$ cat src/rtl/egg_timer_ctrl.sv
// rtl/egg_timer_ctrl.sv - countdown egg timer controller driving external min/sec up/down counters
module egg_timer_ctrl #(
    parameter int TICK_DIV = 100000000
) (
    input  logic       CLK,
    input  logic       SCLR,
    input  logic       btn_start,
    input  logic       btn_stop,
    input  logic       btn_sec_inc,
    input  logic       btn_min_inc,
    input  logic [5:0] sec_q,
    input  logic [5:0] min_q,
    output logic       sec_en,
    output logic       sec_up,
    output logic       min_en,
    output logic       min_up,
    output logic       cnt_clr,
    output logic [1:0] state,
    output logic       alarm
);

    localparam int CW = (TICK_DIV > 2) ? $clog2(TICK_DIV) : 1;

    typedef enum logic [1:0] {
        ST_IDLE  = 2'd0,
        ST_RUN   = 2'd1,
        ST_PAUSE = 2'd2,
        ST_ALARM = 2'd3
    } state_t;

    state_t          r_state;
    logic [CW-1:0]   r_tick_cnt;
    logic            r_sec_en;
    logic            r_sec_up;
    logic            r_min_en;
    logic            r_min_up;
    logic            r_cnt_clr;
    logic            r_alarm;

    state_t          w_next_state;
    logic            w_tick;
    logic            w_zero;
    logic            w_sec_en;
    logic            w_sec_up;
    logic            w_min_en;
    logic            w_min_up;
    logic            w_cnt_clr;

    assign w_tick = (r_state == ST_RUN) && (r_tick_cnt == CW'(TICK_DIV - 1));
    assign w_zero = (sec_q == 6'd0) && (min_q == 6'd0);

    always_comb begin
        w_next_state = r_state;
        w_sec_en     = 1'b0;
        w_sec_up     = r_sec_up;
        w_min_en     = 1'b0;
        w_min_up     = r_min_up;
        w_cnt_clr    = 1'b0;
        case (r_state)
            ST_IDLE: begin
                if (btn_stop) begin
                    w_cnt_clr = 1'b1;
                end else begin
                    if (btn_start && !w_zero)
                        w_next_state = ST_RUN;
                    if (btn_sec_inc) begin
                        w_sec_en = 1'b1;
                        w_sec_up = 1'b1;
                    end
                    if (btn_min_inc) begin
                        w_min_en = 1'b1;
                        w_min_up = 1'b1;
                    end
                end
            end
            ST_RUN: begin
                // Zero check precedes tick so a stale 0:00 never borrows into 59:59
                if (btn_stop) begin
                    w_next_state = ST_PAUSE;
                end else if (w_zero) begin
                    w_next_state = ST_ALARM;
                end else if (w_tick) begin
                    w_sec_en = 1'b1;
                    w_sec_up = 1'b0;
                    if (sec_q == 6'd0) begin
                        w_min_en = 1'b1;
                        w_min_up = 1'b0;
                    end
                    if (min_q == 6'd0 && sec_q == 6'd1)
                        w_next_state = ST_ALARM;
                end
            end
            ST_PAUSE: begin
                if (btn_stop) begin
                    w_next_state = ST_IDLE;
                    w_cnt_clr    = 1'b1;
                end else if (btn_start) begin
                    w_next_state = ST_RUN;
                end
            end
            ST_ALARM: begin
                if (btn_start || btn_stop)
                    w_next_state = ST_IDLE;
            end
            default: w_next_state = ST_IDLE;
        endcase
    end

    always_ff @(posedge CLK or posedge SCLR) begin
        if (SCLR) begin
            r_state   <= ST_IDLE;
            r_sec_en  <= 1'b0;
            r_sec_up  <= 1'b0;
            r_min_en  <= 1'b0;
            r_min_up  <= 1'b0;
            r_cnt_clr <= 1'b0;
            r_alarm   <= 1'b0;
        end else begin
            r_state   <= w_next_state;
            r_sec_en  <= w_sec_en;
            r_sec_up  <= w_sec_up;
            r_min_en  <= w_min_en;
            r_min_up  <= w_min_up;
            r_cnt_clr <= w_cnt_clr;
            r_alarm   <= (w_next_state == ST_ALARM);
        end
    end

    // Stop in RUN freezes the divider so the interrupted tick fires right after resume
    always_ff @(posedge CLK or posedge SCLR) begin
        if (SCLR) begin
            r_tick_cnt <= '0;
        end else begin
            case (r_state)
                ST_RUN: begin
                    if (!btn_stop)
                        r_tick_cnt <= w_tick ? '0 : r_tick_cnt + CW'(1);
                end
                ST_PAUSE: r_tick_cnt <= r_tick_cnt;
                default:  r_tick_cnt <= '0;
            endcase
        end
    end

    assign sec_en  = r_sec_en;
    assign sec_up  = r_sec_up;
    assign min_en  = r_min_en;
    assign min_up  = r_min_up;
    assign cnt_clr = r_cnt_clr;
    assign state   = r_state;
    assign alarm   = r_alarm;

endmodule

$ cat config.mk
export PLATFORM = sky130hd
export DESIGN_NAME = egg_timer_ctrl
export DESIGN_NICKNAME = d
export VERILOG_FILES = /design/src/rtl/egg_timer_ctrl.sv
export SDC_FILE = /design/constraint.sdc
export NUM_CORES = 1
export LEC_CHECK = 0
export ABC_AREA = 1
export CAP_MARGIN = 20
export CORE_ASPECT_RATIO = 2
export CORE_MARGIN = 4
export CORE_UTILIZATION = 34
export DETAILED_ROUTE_END_ITERATION = 7
export GPL_ROUTABILITY_DRIVEN = 0
export SLEW_MARGIN = 20
export SYNTH_ARGS = -nofsm -noshare
export SYNTH_HDL_FRONTEND = slang
export SYNTH_SLANG_ARGS = --single-unit
export TNS_END_PERCENT = 30
$ cat constraint.sdc
create_clock -name CLK -period 2.88 [get_ports CLK]
set_input_delay 0.864 -clock CLK [delete_from_list [all_inputs] [get_ports CLK]]
set_output_delay 0.864 -clock CLK [all_outputs]
set_load 0.02 [all_outputs]
; Word level (Yosys, flattened, before mapping)
; Index checks and enable logic that the tools add are counted.
; W data, S select, Z words.
[op_classes]
n_eq_ne = 13
reduce_logical = 14
mux = 41
bitwise_logic = 1
addsub = 1
[ops]
columns = operator, n
row1 = $mux W27, 2
row2 = $pmux W27 S2, 1
row3 = $add A27 B1 Y27 const B, 1
row4 = $eq A27 B27 Y1 const B, 1
row5 = $mux W1, 24
row6 = $mux W2, 9
row7 = $logic_not A6 Y1, 2
row8 = $ne A2 B2 Y1 const B, 6
row9 = $pmux W1 S2, 4
row10 = $pmux W2 S4, 1
row11 = $reduce_and A7 Y1, 1
row12 = $eq A2 B2 Y1 const B, 3
row13 = $eq A6 B1 Y1 const B, 1
row14 = $reduce_and A6 Y1, 1
row15 = $logic_and A1 B1 Y1, 4
row16 = $eq A2 B1 Y1 const B, 1
row17 = $logic_not A2 Y1, 1
row18 = $ne A2 B1 Y1 const B, 1
row19 = $reduce_and A2 Y1, 1
row20 = $reduce_bool A2 Y1, 1
row21 = $reduce_or A2 Y1, 1
row22 = $logic_not A1 Y1, 1
row23 = $logic_or A1 B1 Y1, 1
row24 = $not A1 Y1, 1
[totals]
inputBits = 18
output_inout_bits = 8
regBits = 35
wordCells = 78

; Longest topological paths before layout
; Gate-level depths: netlist (run 1).
[logic_depth]
word_depth = 8
mapped_depth = 11

; Worst setup path after synthesis (run 1)
; OpenSTA, ideal clock, no wires.
[synth_path]
path_kind = input port to flip-flop
start = input btn_stop
end = register r_tick_cnt[14]
path_stages = 6
arrival_time_ns = 1.589
slack_ns = 1.172
required_ns = 2.761
cell_sequence = inv_1 > o21ai_2 > buf_6 > nor3_1 > xnor2_1 > nor2_1
[synth_between]
elab_chain_len = 2
[synth_lines]
columns = element, line
row1 = "start, declared", 8  ; input logic btn_stop,
row2 = $ne A2 B2 Y1 (no source line), --
row3 = $reduce_and A2 Y1 (no source line), --
row4 = "end signal, assigned", 137  ; r_tick_cnt <= w_tick ? '0 : r_tick_cnt + CW'(1);
row5 = "end signal, assigned", 139  ; ST_PAUSE: r_tick_cnt <= r_tick_cnt;
row6 = "end, declared", 32  ; logic [CW-1:0] r_tick_cnt;
; No other way between the ends.
; A chain may end at the register's enable or synchronous reset.

; Final worst setup path (run 1)
[layout_path]
start = register r_state[0] (netlist: state[0])
end = output state[0]
[layout_rtl]
columns = element, line
row1 = "start, declared", 31  ; state_t r_state;
row2 = "start signal, assigned", 119  ; r_state <= w_next_state;
row3 = "end, declared", 18  ; output logic [1:0] state,
; No word-level cell between the ends.

==> impl_metrics.csv, run 1 <==
group,metric,value,unit
layout,syn_to_final_growth,22.3,%
detailed_routing,postRouteWirelength,5630,um
yosys,ys_seq_area_frac,0.412,
clocking,cts_setup_buffers,0,
setup_path,arrival,1.39,ns
min_path,hold_class,"reg2reg",
grt,grt_pass1_vias,2047,
pwr,p_leak,1.15,nW
detailed_routing,top_layer,"met4",
setup_path,worstReg2RegStart,"r_tick_cnt[0]",
clocking,cts_made_buffers,5,
yosys,syn_inst,301,
sta,timing.final.ws_setup,0.624,ns
min_path,worstHoldPathCells,2,
detailed_routing,num_vias,1972,
layout,layout.nets,351,
placement,dp_hpwl,4540,um
clocking,cts_buffer_depth,2,
yosys,synth_cell_types,27,
pwr,peakVddDrop,0.380,mV
pwr,power_density,469,mW/mm^2
detailed_routing,first_pass_iters,4,
die,die_w,63.9,um
sta,clock.fmax,0.443,GHz
setup_path,r2r_cells,10,
clocking,cts_tree,"done",
layout,diodes,0,
clocking,clock_latency,0.29,ns
grt,grtUsageTotal,0.162,
clocking,path_clk_slew,0.05,ns
grt,grt_max_degree,36,
clocking,cts_resized,0,
die,dieHeight,120,um
die,num_rows,40,
sta,grt_setup_unrepaired,"no",
sta,hold_viol,0,
detailed_routing,wl_met1,1800,um
sta,period_share,0.783,
detailed_routing,drt_first_iter_violations,69,
sta,holdWs,0.479,ns
min_path,holdCritStartpoint,"min_up",
detailed_routing,wl_per_cell,13.5,um
yosys,ys_warn_count,0,
setup_path,crit_path_end_kind,"output port",
grt,antenna_found_initial,0,
clocking,clock_sinks,35,
min_path,min_to,"min_up",
detailed_routing,routed_via_density,4.73,
die,io_pins,26,
clocking,root_buffer,"clkbuf_16",
layout,layout-drive-gt1-share,0.0781,
setup_path,path_max_fanout,7,
job,cap_violations,0,
detailed_routing,drc,0,
setup_path,cp_top_family,"buffers and inverters",
setup_path,critPathRequiredTime,2.02,ns
die,start_util,0.351,
placement,pre_cts_ws,0.422,ns
yosys,synth_fp_nets,320,
clocking,cts_htree_levels,2,
sta,tightestPinTransition,0.549,ns
sta,period_needed,2.26,ns
detailed_routing,dr_wl_met2,3220,um
grt,grt_pass1_wl,9300,um
placement,io_buffers,25,
setup_path,crit_chain,"clkdlybuf4s50_1",
sta,clock_skew,0.00329,ns
status,outcome,"finished clean",
sta,slew_viol_final,0,
clocking,cts_hold_buf,0,
sta,timing.max_slew.rel_slack,0.631,
yosys,avgSynthCellArea,7.05,um^2
setup_path,r2r_slack,1.13,ns
sta,finalSetupTns,0,ns
setup_path,r2r_end,"r_tick_cnt[23]",
yosys,syn_area,0.00212,mm^2
yosys,ys_ff_latch,35,
sta,setup-violations-final,0,
setup_path,cpPeakStageDelay,0.66,ns
setup_path,cp_slowest_cell,"clkdlybuf4s50_1",
die,coreArea,0.00606,mm^2
detailed_routing,ant_nets,0,
grt,overflow,0,
layout,nFillCells,624,
setup_path,cp-start-kind,"register",
detailed_routing,met3_length,185,um
setup_path,criticalPathCategory,"reg2out",
setup_path,critPathBufInv,1,
die,die-area,0.00765,mm^2
cells by family (layout without fill, tap and decap cells):
logic type | count (synthesis) | after routing | share of synthesized area
AOI/OAI and AO/OA | 21 | 21 | 0.0536
xor gates and xnor gates | 9 | 9 | 0.0371
adders and majority gates | 1 | 1 | 0.00589
buffers and inverters | 41 | 73 | 0.0854
DFF | 35 | 35 | 0.412
and+or+nand+nor | 194 | 194 | 0.405
final cells by class:
class | count | area, um^2 | area share
Multi-Input combinational cell | 225 | 1070 | 0.410
Sequential cell | 35 | 876 | 0.337
Timing Repair Buffer | 27 | 265 | 0.102
Inverter | 38 | 148 | 0.0568
Clock buffer | 7 | 133 | 0.0511
Tap cell | 84 | 105 | 0.0405
Clock inverter | 1 | 5.00 | 0.00193
through the flow:
stage               instances  power (mW)  utilization  instance area [um^2]
floorplan                 301       0.633            -                  2120
global placement          409       0.704        0.406                  2460
detailed placement        409       0.706        0.406                  2460
CTS                       417        1.23        0.429                  2600
global route              417        1.27        0.429                  2600
finish                    417        1.22        0.429                  2600
state kept, by name, summed over array words and instances (netlist names):
name / cells
r_tick_cnt: 27
state: 2
min_en: 1
sec_en: 1
cnt_clr: 1
sec_up: 1
min_up: 1
alarm: 1
cells in the final DEF (no fill, tap or decap):
cell type,count
nand2_1,82
ha_1,1
nor2_4,2
o22ai_1,2
nor3_2,1
clkinv_4,1
or2_0,1
clkbuf_1,2
nand2_2,4
a211oi_1,1
nor2_2,5
nand3_2,1
clkinv_2,1
inv_1,37
o21ai_1,1
nand4_1,5
xnor2_1,4
clkdlybuf4s50_1,25
xor2_1,5
buf_4,2
nor3b_2,1
a21oi_1,9
and2_1,1
o21ai_2,1
nand2_4,2
nor2_1,56
dfrtp_1,35
nand3_1,27
o21ai_0,7
clkbuf_16,5
nor3_1,6
layer usage:
layer / global-route usage / vias up
li1: - / 1005
met1: 0.130 / 892
met2: 0.310 / 49
met3: 0.0290 / 26
met4: 0.145 / 0
met5: 0 / -
report_power, final:
group | internal, mW | switching [mW] | total (mW)
registers | 0.508 | 0.0121 | 0.521
clock network | 0.319 | 0.203 | 0.522
logic | 0.0692 | 0.106 | 0.175
total | 0.897 | 0.321 | 1.22
synthesized netlist by cell type, drive strengths merged:
cell type | number | area share
inv | 37 | 0.065
xor2 | 5 | 0.021
nor3b | 1 | 0.0059
a211oi | 1 | 0.0035
ha | 1 | 0.0059
and2 | 1 | 0.0029
nand3 | 28 | 0.068
clkinv | 1 | 0.0041
o21ai | 9 | 0.023
a21oi | 9 | 0.021
buf | 3 | 0.016
nand4 | 5 | 0.015
o22ai | 2 | 0.0059
xnor2 | 4 | 0.016
nand2 | 88 | 0.17
nor2 | 63 | 0.12
nor3 | 7 | 0.019
or2 | 1 | 0.0029
dfrtp | 35 | 0.41
worst max-delay path by stage:
stage	from	to	slack (ns)	cells after the start
finish	state[0]	state[0]	0.62	1
global route	state[0]	state[0]	0.57	1
CTS	state[0]	state[0]	0.60	1
detailed placement	btn_stop	r_tick_cnt[26]	0.42	8
global placement	btn_stop	r_tick_cnt[26]	0.40	8
floorplan	btn_stop	r_tick_cnt[14]	1.17	6
(Power assumes the default switching activity.)
==> inputs of run 2 (changes only) <==
==> constraint.sdc (replaced) <==
create_clock -name CLK -period 1.8 [get_ports CLK]
set_input_delay 0.54 -clock CLK [delete_from_list [all_inputs] [get_ports CLK]]
set_output_delay 0.54 -clock CLK [all_outputs]
set_load 0.02 [all_outputs]
==> impl_metrics.csv, run 2 (synthesized netlist as in run 1, its figures left out) <==
group,metric,value,unit
status,outcome,"finished clean",
setup_path,arrival,1.94,ns
sta,clock_skew,0.00519,ns
layout,syn_to_final_growth,28.8,%
layout,layout-drive-gt1-share,0.121,
sta,clock.fmax,0.567,GHz
sta,timing.final.ws_setup,0.0361,ns
die,die_w,63.9,um
placement,pre_cts_ws,-0.242,ns
detailed_routing,ant_nets,0,
grt,grt_pass1_wl,9670,um
sta,period_share,0.980,
pwr,peakVddDrop,0.557,mV
grt,overflow,0,
setup_path,r2r_slack,0.12,ns
setup_path,crit_path_end_kind,"register",
clocking,path_clk_slew,0.06,ns
die,num_rows,40,
clocking,root_buffer,"clkbuf_16",
min_path,worstHoldPathCells,2,
setup_path,criticalPathCategory,"in2reg",
die,io_pins,26,
sta,timing.max_slew.rel_slack,0.683,
grt,grtUsageTotal,0.168,
clocking,clock_latency,0.29,ns
detailed_routing,first_pass_iters,4,
sta,hold_viol,0,
grt,grt_pass1_vias,2173,
setup_path,r2r_end,"r_tick_cnt[14]",
setup_path,path_max_fanout,7,
detailed_routing,wl_per_cell,13.4,um
die,coreArea,0.00606,mm^2
clocking,cts_hold_buf,0,
pwr,p_total,2.00,mW
detailed_routing,num_vias,2056,
sta,setup-violations-final,0,
clocking,cts_htree_levels,2,
die,start_util,0.351,
setup_path,cp-start-kind,"input port",
die,dieHeight,120,um
detailed_routing,drc,0,
pwr,p_leak,1.23,nW
detailed_routing,postRouteWirelength,5800,um
clocking,cts_buffer_depth,2,
setup_path,cp-startpoint,"btn_stop",
layout,postLayoutCoreUtil,0.451,
layout,regMostFlops,"r_tick_cnt",
grt,antenna_found_initial,0,
layout,most-common-layout-cells,"nand2_1 (82), nor2_1 (56), inv_1 (37), dfrtp_1 (35), nand3_1 (27)",
clocking,cts_made_buffers,5,
clocking,clock_sinks,35,
placement,dp_hpwl,4690,um
clocking,cts_tree,"done",
sta,tightestPinTransition,0.472,ns
setup_path,r2r_cells,7,
sta,grt_setup_unrepaired,"no",
job,cap_violations,0,
layout,mostFrequentLayoutCell,"nand2_1",
grt,grt_max_degree,36,
sta,slew_viol_final,0,
placement,io_buffers,25,
sta,period_needed,1.76,ns
detailed_routing,routed_via_density,4.76,
setup_path,critPathRequiredTime,1.97,ns
setup_path,worstReg2RegStart,"r_tick_cnt[0]",
setup_path,worstSetupEndpoint,"r_tick_cnt[14]",
min_path,hold_class,"reg2reg",
layout,largest_register_ffs,27,
die,die-area,0.00765,mm^2
layout,layout.nets,366,
layout,diodes,0,
pwr,power_density,732,mW/mm^2
detailed_routing,drt_first_iter_violations,40,
[run 2: through the flow]
stage	std cells	hold slack [ns]	TNS, ns	instance area [um^2]
4_1_cts	432	0.476	0	2720
6_report	432	0.475	0	2730
3_5_place_dp	424	0.467	-3.79	2580
2_1_floorplan	301	0.471	0	2120
5_1_grt	432	0.508	0	2730
3_3_place_gp	424	0.465	-3.33	2580
[run 2: timing repair]
item	CTS	global route
setup endpoints to repair	4	6
pin swaps	0	0
cloned	0	0
buffers inserted	0	0
gates resized for setup	4	2
[run 2: worst min-delay path by stage]
stage / from / to / slack [ns]
finish: min_up / min_up / 0.48
detailed placement: min_up / min_up / 0.47
global route: min_up / min_up / 0.51
global placement: min_up / min_up / 0.46
CTS: min_up / min_up / 0.48
floorplan: r_tick_cnt[25] / r_tick_cnt[25] / 0.47
[run 2: worst max-delay path: stages]
cell	delay, ns
clkdlybuf4s50_1	0.43
inv_1	0.10
o21ai_2	0.06
buf_4	0.16
nor3_1	0.41
xnor2_1	0.17
nor2_1	0.05
[run 2: cell type report]
class | count | area, um^2
Clock buffer | 6 | 129
Sequential cell | 35 | 876
Inverter | 38 | 148
Tap cell | 84 | 105
Clock inverter | 2 | 12.5
Multi-Input combinational cell | 225 | 1080
Timing Repair Buffer | 42 | 385
Fill cell | 648 | 3320
[run 2: power breakdown]
group          switching [mW]  leakage [nW]  internal (mW)
clock network           0.339        0.0669          0.510
logic                   0.181         0.685          0.139
registers              0.0186         0.478          0.813
total                   0.539          1.23           1.46
[run 2: routing by layer]
metal  track usage  wire length, um  vias to the layer above
met3        0.0309              203                       24
met4         0.133              407                        0
met1         0.133             1830                      946
li1              -                -                     1034
met2         0.331             3360                       52
met5             0                0                        -
==> RTL change 1, RTL diff (flow settings as in run 2) <==
`TICK_DIV`: 100000000 -> 200000000.
--- a/src/rtl/egg_timer_ctrl.sv
+++ b/src/rtl/egg_timer_ctrl.sv
@@ -1,6 +1,6 @@
 // rtl/egg_timer_ctrl.sv - countdown egg timer controller driving external min/sec up/down counters
 module egg_timer_ctrl #(
-    parameter int TICK_DIV = 100000000
+    parameter int TICK_DIV = 200000000
 ) (
     input  logic       CLK,
     input  logic       SCLR,
Check against the original RTL: same outputs for any inputs over 10 cycles, from zero or initial values; that may be too few to reach the edited logic, so the function may still have changed.
==> RTL change 1 against run 2 <==
- count of clock-buffer cells in the layout increased by 1
- clock skew fell by 0.0011 ns
- cell area up 8.1%
- worst setup slack gained 0.010 ns
- sequential cell count grew 1
- synthesized area is 10% higher
- routed wire length grew 12%
- total power rose by 2.2%
- critical path type is now flip-flop to primary output
- highest routed layer unchanged
==> RTL change 1: results (changes against run 2) <==
The total global-route track usage is 0.170 (was 0.168), and the insertion delay to the later sink of the worst-skew pair is 0.28 ns. The tools report the length of the first detailed-routing pass in iterations as 4 (unchanged). The startpoint of the lowest-slack hold path is min_up (unchanged). The internal power consumption was 0.00151 W (was 0.00146 W).

Critical-path cell with the highest stage delay: clkdlybuf4s50_1 (unchanged). The static leakage power is 1.36 nW (was 1.23 nW). The flow ran to the end, and the final reports show no timing, DRC or antenna violations. The tools report the startpoint of the worst register-to-register path as r_tick_cnt[1] (was r_tick_cnt[0]). The detailed placement HPWL was 5270 um (was 4690 um).

The H-tree level count was 2 (unchanged). The post-CTS setup repair buffer count is 0 (unchanged), and the fraction of layout instances using a drive strength above 1 is 0.151 (was 0.121). Top cell types by occurrence after synthesis: nand2_1, nor2_1, inv_1, dfrtp_1, nand3_1 (unchanged). The share of flip-flops with an asynchronous set or reset after synthesis was 1.00 (unchanged); the number of warnings issued by yosys was 0 (unchanged).

The data arrival time of the worst path was 1.21 ns (was 1.94 ns); the detailed-route vias per instance was 4.85 (was 4.76). The run gives 0.350 (was 0.351) as the starting utilization of the core area. Dominant register cell in the synthesized netlist: dfrtp_1 (unchanged). The logs give 2800 um2 (was 2580 um2) for the placed cell area and 396 (was 366) for the final net count. The path class of the lowest-slack min-delay path is flip-flop to flip-flop (unchanged). The tools report the critical path launch point as min_en (was btn_stop).

The initial antenna violation count is 0 (unchanged). The logs give 5 (unchanged) for the number of buffers created by CTS and 2 (unchanged) for the maximum buffer depth of the clock tree. The worst stage delay on the critical path is 0.60 ns (was 0.43 ns), and the post-synthesis net count is 350 (was 320). The number of DRC markers after the initial detailed-route iteration is 73 (was 40), and the wire length per cell after detailed routing is 13.9 um (was 13.4 um). Synth top area cells: dfrtp_1, nand2_1, nor2_1 (unchanged). The minimum clock period is 1.75 ns (was 1.76 ns). Clock input transition at the sequential cells of the worst setup and hold paths: 0.06 ns (about the same). Library cell used as clock root buffer: clkbuf_16 (unchanged).

The relative max-transition margin was 0.810 (was 0.683). The largest fanout of any net on the critical path is 1 (was 7). The number of flip-flops in the largest register was 28 (was 27); the via count of the first global-routing pass was 2273 (was 2173). The tools report the global-route wire length before repair as 10600 um (was 9670 um). The run gives 0 (unchanged) as the number of antenna cells inserted. The worst setup slack before clock tree synthesis is -0.193 ns (was -0.242 ns).

Worst setup path endpoint: min_en (was r_tick_cnt[14]). The post-synthesis cell type count is 32 (was 27). Register containing the most flip-flops in the final layout: r_tick_cnt (unchanged). The largest delay contributor family on the critical path was buffers and inverters (unchanged).

The peak supply drop is 747 uV (was 557 uV), and the fill cell instance count of the final layout is 693 (was 648). The maximum number of pins on one net before global-route repair came out at 37 (was 36). For the final clock skew, the log shows 0.00407 ns (was 0.00519 ns). The end of the worst register-to-register path was r_tick_cnt[7] (was r_tick_cnt[14]). The layout-stage area growth over the synthesis result came out at 26.6% (was 28.8%). The length in cells of the worst reg-to-reg path works out to 10 (was 7).

For the sequential area share after synthesis, the log shows 0.386 (was 0.412). Number of buffers inserted by port buffering: 25 (unchanged). The tools report the reg-to-reg setup timing slack as 0.07 ns (was 0.12 ns).
-- RTL change 1: kinds of logic after synthesis --
family / count (synthesis) / share of synthesized area
compound gates: 25 / 0.0616
flops: 36 / 0.386
buf+inv: 52 / 0.0965
simple gates: 209 / 0.421
xor+xnor: 8 / 0.0300
fa+ha+maj: 1 / 0.00536
-- RTL change 1: area by class of cell --
class | instances | share of cell area
clock inverter | 1 | 0.00254
sequential | 36 | 0.305
timing repair buffer | 42 | 0.132
inverter | 49 | 0.0647
multi-input combinational | 243 | 0.410
tap | 88 | 0.0372
clock buffer | 7 | 0.0482
-- RTL change 1: per-layer routing --
| metal | GRT usage | routed length [um] |
|---|---|---|
| met2 | 0.330 | 3870 |
| met4 | 0.105 | 308 |
| met1 | 0.158 | 2160 |
| met5 | 0 | 0 |
| met3 | 0.0171 | 155 |
-- RTL change 1: power groups by stage --
stage	clock [W]	combinational, W	sequential [W]
after floorplan	0	0.000162	0.000884
after global placement	0	0.000317	0.000859
after detailed placement	0	0.000319	0.000860
after CTS	0.000902	0.000318	0.000846
after global routing	0.000932	0.000348	0.000846
final	0.000885	0.000317	0.000845
-- RTL change 1: worst min-delay path by stage --
stage / cells after the start / slack (ns) / to
4_1_cts: 2 / 0.49 / min_up
5_1_grt: 2 / 0.50 / min_up
2_1_floorplan: 2 / 0.49 / r_tick_cnt[20]
6_report: 2 / 0.48 / min_up
3_3_place_gp: 2 / 0.47 / min_up
3_5_place_dp: 2 / 0.47 / min_up
-- RTL change 1: per-stage QoR --
step	instances	hold slack, ns
finish	466	0.477
floorplan	331	0.492
detailed placement	458	0.472
global route	466	0.499
CTS	466	0.486
global placement	458	0.470
-- RTL change 1: timing repair --
item	in CTS	in global routing
setup endpoints to repair	2	6
gates resized for setup	2	4
endpoints found under the hold margin	0	0
==> RTL change 2, RTL diff (flow settings as in run 2) <==
Without the edit above. Add an input register stage for `btn_start`, `btn_stop`, `btn_sec_inc`, `btn_min_inc`, `sec_q` and `min_q`, without a reset; this delays them by one clock.
--- a/src/rtl/egg_timer_ctrl.sv
+++ b/src/rtl/egg_timer_ctrl.sv
@@ -28,6 +28,22 @@
         ST_ALARM = 2'd3
     } state_t;
 
+    logic btn_start_q;
+    logic btn_stop_q;
+    logic btn_sec_inc_q;
+    logic btn_min_inc_q;
+    logic [5:0] sec_q_q;
+    logic [5:0] min_q_q;
+
+    always_ff @(posedge CLK) begin
+        btn_start_q   <= btn_start;
+        btn_stop_q    <= btn_stop;
+        btn_sec_inc_q <= btn_sec_inc;
+        btn_min_inc_q <= btn_min_inc;
+        sec_q_q       <= sec_q;
+        min_q_q       <= min_q;
+    end
+
     state_t          r_state;
     logic [CW-1:0]   r_tick_cnt;
     logic            r_sec_en;
@@ -47,7 +63,7 @@
     logic            w_cnt_clr;
 
     assign w_tick = (r_state == ST_RUN) && (r_tick_cnt == CW'(TICK_DIV - 1));
-    assign w_zero = (sec_q == 6'd0) && (min_q == 6'd0);
+    assign w_zero = (sec_q_q == 6'd0) && (min_q_q == 6'd0);
 
     always_comb begin
         w_next_state = r_state;
@@ -58,16 +74,16 @@
         w_cnt_clr    = 1'b0;
         case (r_state)
             ST_IDLE: begin
-                if (btn_stop) begin
+                if (btn_stop_q) begin
                     w_cnt_clr = 1'b1;
                 end else begin
-                    if (btn_start && !w_zero)
+                    if (btn_start_q && !w_zero)
                         w_next_state = ST_RUN;
-                    if (btn_sec_inc) begin
+                    if (btn_sec_inc_q) begin
                         w_sec_en = 1'b1;
                         w_sec_up = 1'b1;
                     end
-                    if (btn_min_inc) begin
+                    if (btn_min_inc_q) begin
                         w_min_en = 1'b1;
                         w_min_up = 1'b1;
                     end
@@ -75,31 +91,31 @@
             end
             ST_RUN: begin
                 // Zero check precedes tick so a stale 0:00 never borrows into 59:59
-                if (btn_stop) begin
+                if (btn_stop_q) begin
                     w_next_state = ST_PAUSE;
                 end else if (w_zero) begin
                     w_next_state = ST_ALARM;
                 end else if (w_tick) begin
                     w_sec_en = 1'b1;
                     w_sec_up = 1'b0;
-                    if (sec_q == 6'd0) begin
+                    if (sec_q_q == 6'd0) begin
                         w_min_en = 1'b1;
                         w_min_up = 1'b0;
                     end
-                    if (min_q == 6'd0 && sec_q == 6'd1)
+                    if (min_q_q == 6'd0 && sec_q_q == 6'd1)
                         w_next_state = ST_ALARM;
                 end
             end
             ST_PAUSE: begin
-                if (btn_stop) begin
+                if (btn_stop_q) begin
                     w_next_state = ST_IDLE;
                     w_cnt_clr    = 1'b1;
-                end else if (btn_start) begin
+                end else if (btn_start_q) begin
                     w_next_state = ST_RUN;
                 end
             end
             ST_ALARM: begin
-                if (btn_start || btn_stop)
+                if (btn_start_q || btn_stop_q)
                     w_next_state = ST_IDLE;
             end
             default: w_next_state = ST_IDLE;
@@ -133,7 +149,7 @@
         end else begin
             case (r_state)
                 ST_RUN: begin
-                    if (!btn_stop)
+                    if (!btn_stop_q)
                         r_tick_cnt <= w_tick ? '0 : r_tick_cnt + CW'(1);
                 end
                 ST_PAUSE: r_tick_cnt <= r_tick_cnt;
Behaviour: not the same (Yosys sat finds a counterexample within 4 cycles, from zero or initial values).
==> RTL change 2 against run 2 <==
- worst setup slack improved by 0.013 ns
- cell area rose by 16%
- critical endpoint is now cnt_clr
- routed wire length rose by 11%
- sequential share of layout area rose by 5.9 points
- total power rose by 37%
- via count rose by 14%
- fmax rose by 0.74%
- largest power group is now registers
- synthesized area rose by 20%
- largest cell class is now registers
- sequential cell count rose by 16
- cell count rose by 12%
- count of clock-buffer cells in the layout did not move
==> RTL change 2: results (changes against run 2) <==
Critical-path cell with the highest stage delay: clkdlybuf4s50_1 (unchanged). The detailed-route vias per instance works out to 4.88 (was 4.76). The via count of the first global-routing pass is 2462 (was 2173). The logs give 36 (unchanged) for the maximum number of pins on one net before global-route repair and 10800 um (was 9670 um) for the global-route wire length before repair. The insertion delay to the later sink of the worst-skew pair came out at 0.30 ns. The run gives 0.795 (was 0.683) as the relative max-transition margin.

The length of the first detailed-routing pass in iterations came out at 4 (unchanged). The post-synthesis net count came out at 367 (was 320). Synth top area cells: dfrtp_1, nand2_1, dfxtp_1 (was dfrtp_1, nand2_1, nor2_1). The peak supply drop is 872 uV (was 557 uV). Dominant register cell in the synthesized netlist: dfrtp_1 (unchanged). The logs give 348 (was 301) for the post-synthesis cell count and 1.21 ns (was 1.94 ns) for the data arrival time of the worst path. The initial antenna violation count was 0 (unchanged). The worst stage delay on the critical path was 0.59 ns (was 0.43 ns); the final cell count without fillers was 482 (was 432). Top cell types by occurrence after synthesis: nand2_1, nor2_1, inv_1, dfrtp_1, nand3_1 (unchanged).

The total global-route track usage was 0.154 (was 0.168); the post-synthesis cell type count was 26 (was 27). The largest fanout of any net on the critical path came out at 1 (was 7). The final clock skew is 0.00626 ns (was 0.00519 ns), and the number of buffers created by CTS is 5 (unchanged). For the worst setup slack before clock tree synthesis, the log shows 0.0667 ns (was -0.242 ns).

The number of antenna cells inserted came out at 0 (unchanged). For the sequential area share after synthesis, the log shows 0.471 (was 0.412). The switching power summed over all nets came out at 0.000758 W (was 0.000539 W). The share of flip-flops with an asynchronous set or reset after synthesis works out to 0.686 (was 1.00). The fraction of layout instances using a drive strength above 1 came out at 0.115 (was 0.121).

Path class of the lowest-slack min-delay path: flip-flop to flip-flop (unchanged). The logs give 1.42 nW (was 1.23 nW) for the static leakage power and 2990 um2 (was 2580 um2) for the placed cell area. The wire length per cell after detailed routing came out at 13.3 um (was 13.4 um). For the final net count, the log shows 409 (was 366). The flow ran to the end, and the final reports show no timing, DRC or antenna violations. For the detailed placement HPWL, the log shows 5180 um (was 4690 um).

Largest delay contributor family on the critical path: buffers and inverters (unchanged). Number of DRC markers after the initial detailed-route iteration: 66 (was 40). In the final layout, the registers with the most flip-flops are r_tick_cnt (27), min_q_q (6), sec_q_q (6). The kind of end point of the critical path is a primary output (was a flip-flop).

The library cell used as clock root buffer was clkbuf_16 (unchanged).
## RTL change 2: cell type report
class                   count  area, um2
clock inverters             1       7.51
fillers                   759       4110
flip-flops and latches     51       1200
well taps                  92        115
repair buffers             39        372
multi-input cells         248       1140
inverters                  45        171
clock buffers               6        150
## RTL change 2: final timing paths
kind / start / endpoint / slack (ns) / depth (start not counted)
worst max-delay path: cnt_clr / cnt_clr / 0.05 / 1
worst min-delay path: btn_sec_inc_q / sec_en / 0.48 / 2
worst max register to register: r_tick_cnt[0] / r_tick_cnt[22] / 0.14 / 11
worst min register to register: btn_sec_inc_q / sec_en / 0.48 / 2
max in group asynchronous: SCLR / r_tick_cnt[5] / 1.02 / 3
min in group asynchronous: SCLR / r_tick_cnt[26] / 0.58 / 3
## RTL change 2: metrics by stage
stage,power [W],utilization
final,0.00274,0.435
after global routing,0.00288,0.435
after CTS,0.00277,0.432
after detailed placement,0.00178,0.411
after global placement,0.00178,0.411
after floorplan,0.00157,-
## RTL change 2: repair_timing
action | in CTS | in global routing
endpoints found under the setup margin | 3 | 13
resized for setup | 3 | 7
gates cloned | 0 | 0
## RTL change 2: power by group through the flow
stage / sequential, W / clock [W] / combinational [W]
global route: 0.00125 / 0.00108 / 0.000556
CTS: 0.00124 / 0.00102 / 0.000508
floorplan: 0.00129 / 0 / 0.000278
detailed placement: 0.00126 / 0 / 0.000515
global placement: 0.00126 / 0 / 0.000514
finish: 0.00124 / 0.000998 / 0.000504
## RTL change 2: routing by layer
layer,GRT usage,vias to the layer above,part of all wire
li1,-,1167,-
met1,0.125,1093,0.33
met2,0.309,59,0.57
met3,0.0262,33,0.029
met4,0.125,0,0.075
met5,0,-,0
## RTL change 2: logic make-up (layout without fill, tap and decap cells)
group | Yosys count | after routing | synth area share
adders and majority gates | 1 | 1 | 0.00492
buffers and inverters | 49 | 91 | 0.0817
and+or+nand+nor | 222 | 222 | 0.385
AOI/OAI and AO/OA | 20 | 20 | 0.0404
DFF | 51 | 51 | 0.471
xor gates and xnor gates | 5 | 5 | 0.0172
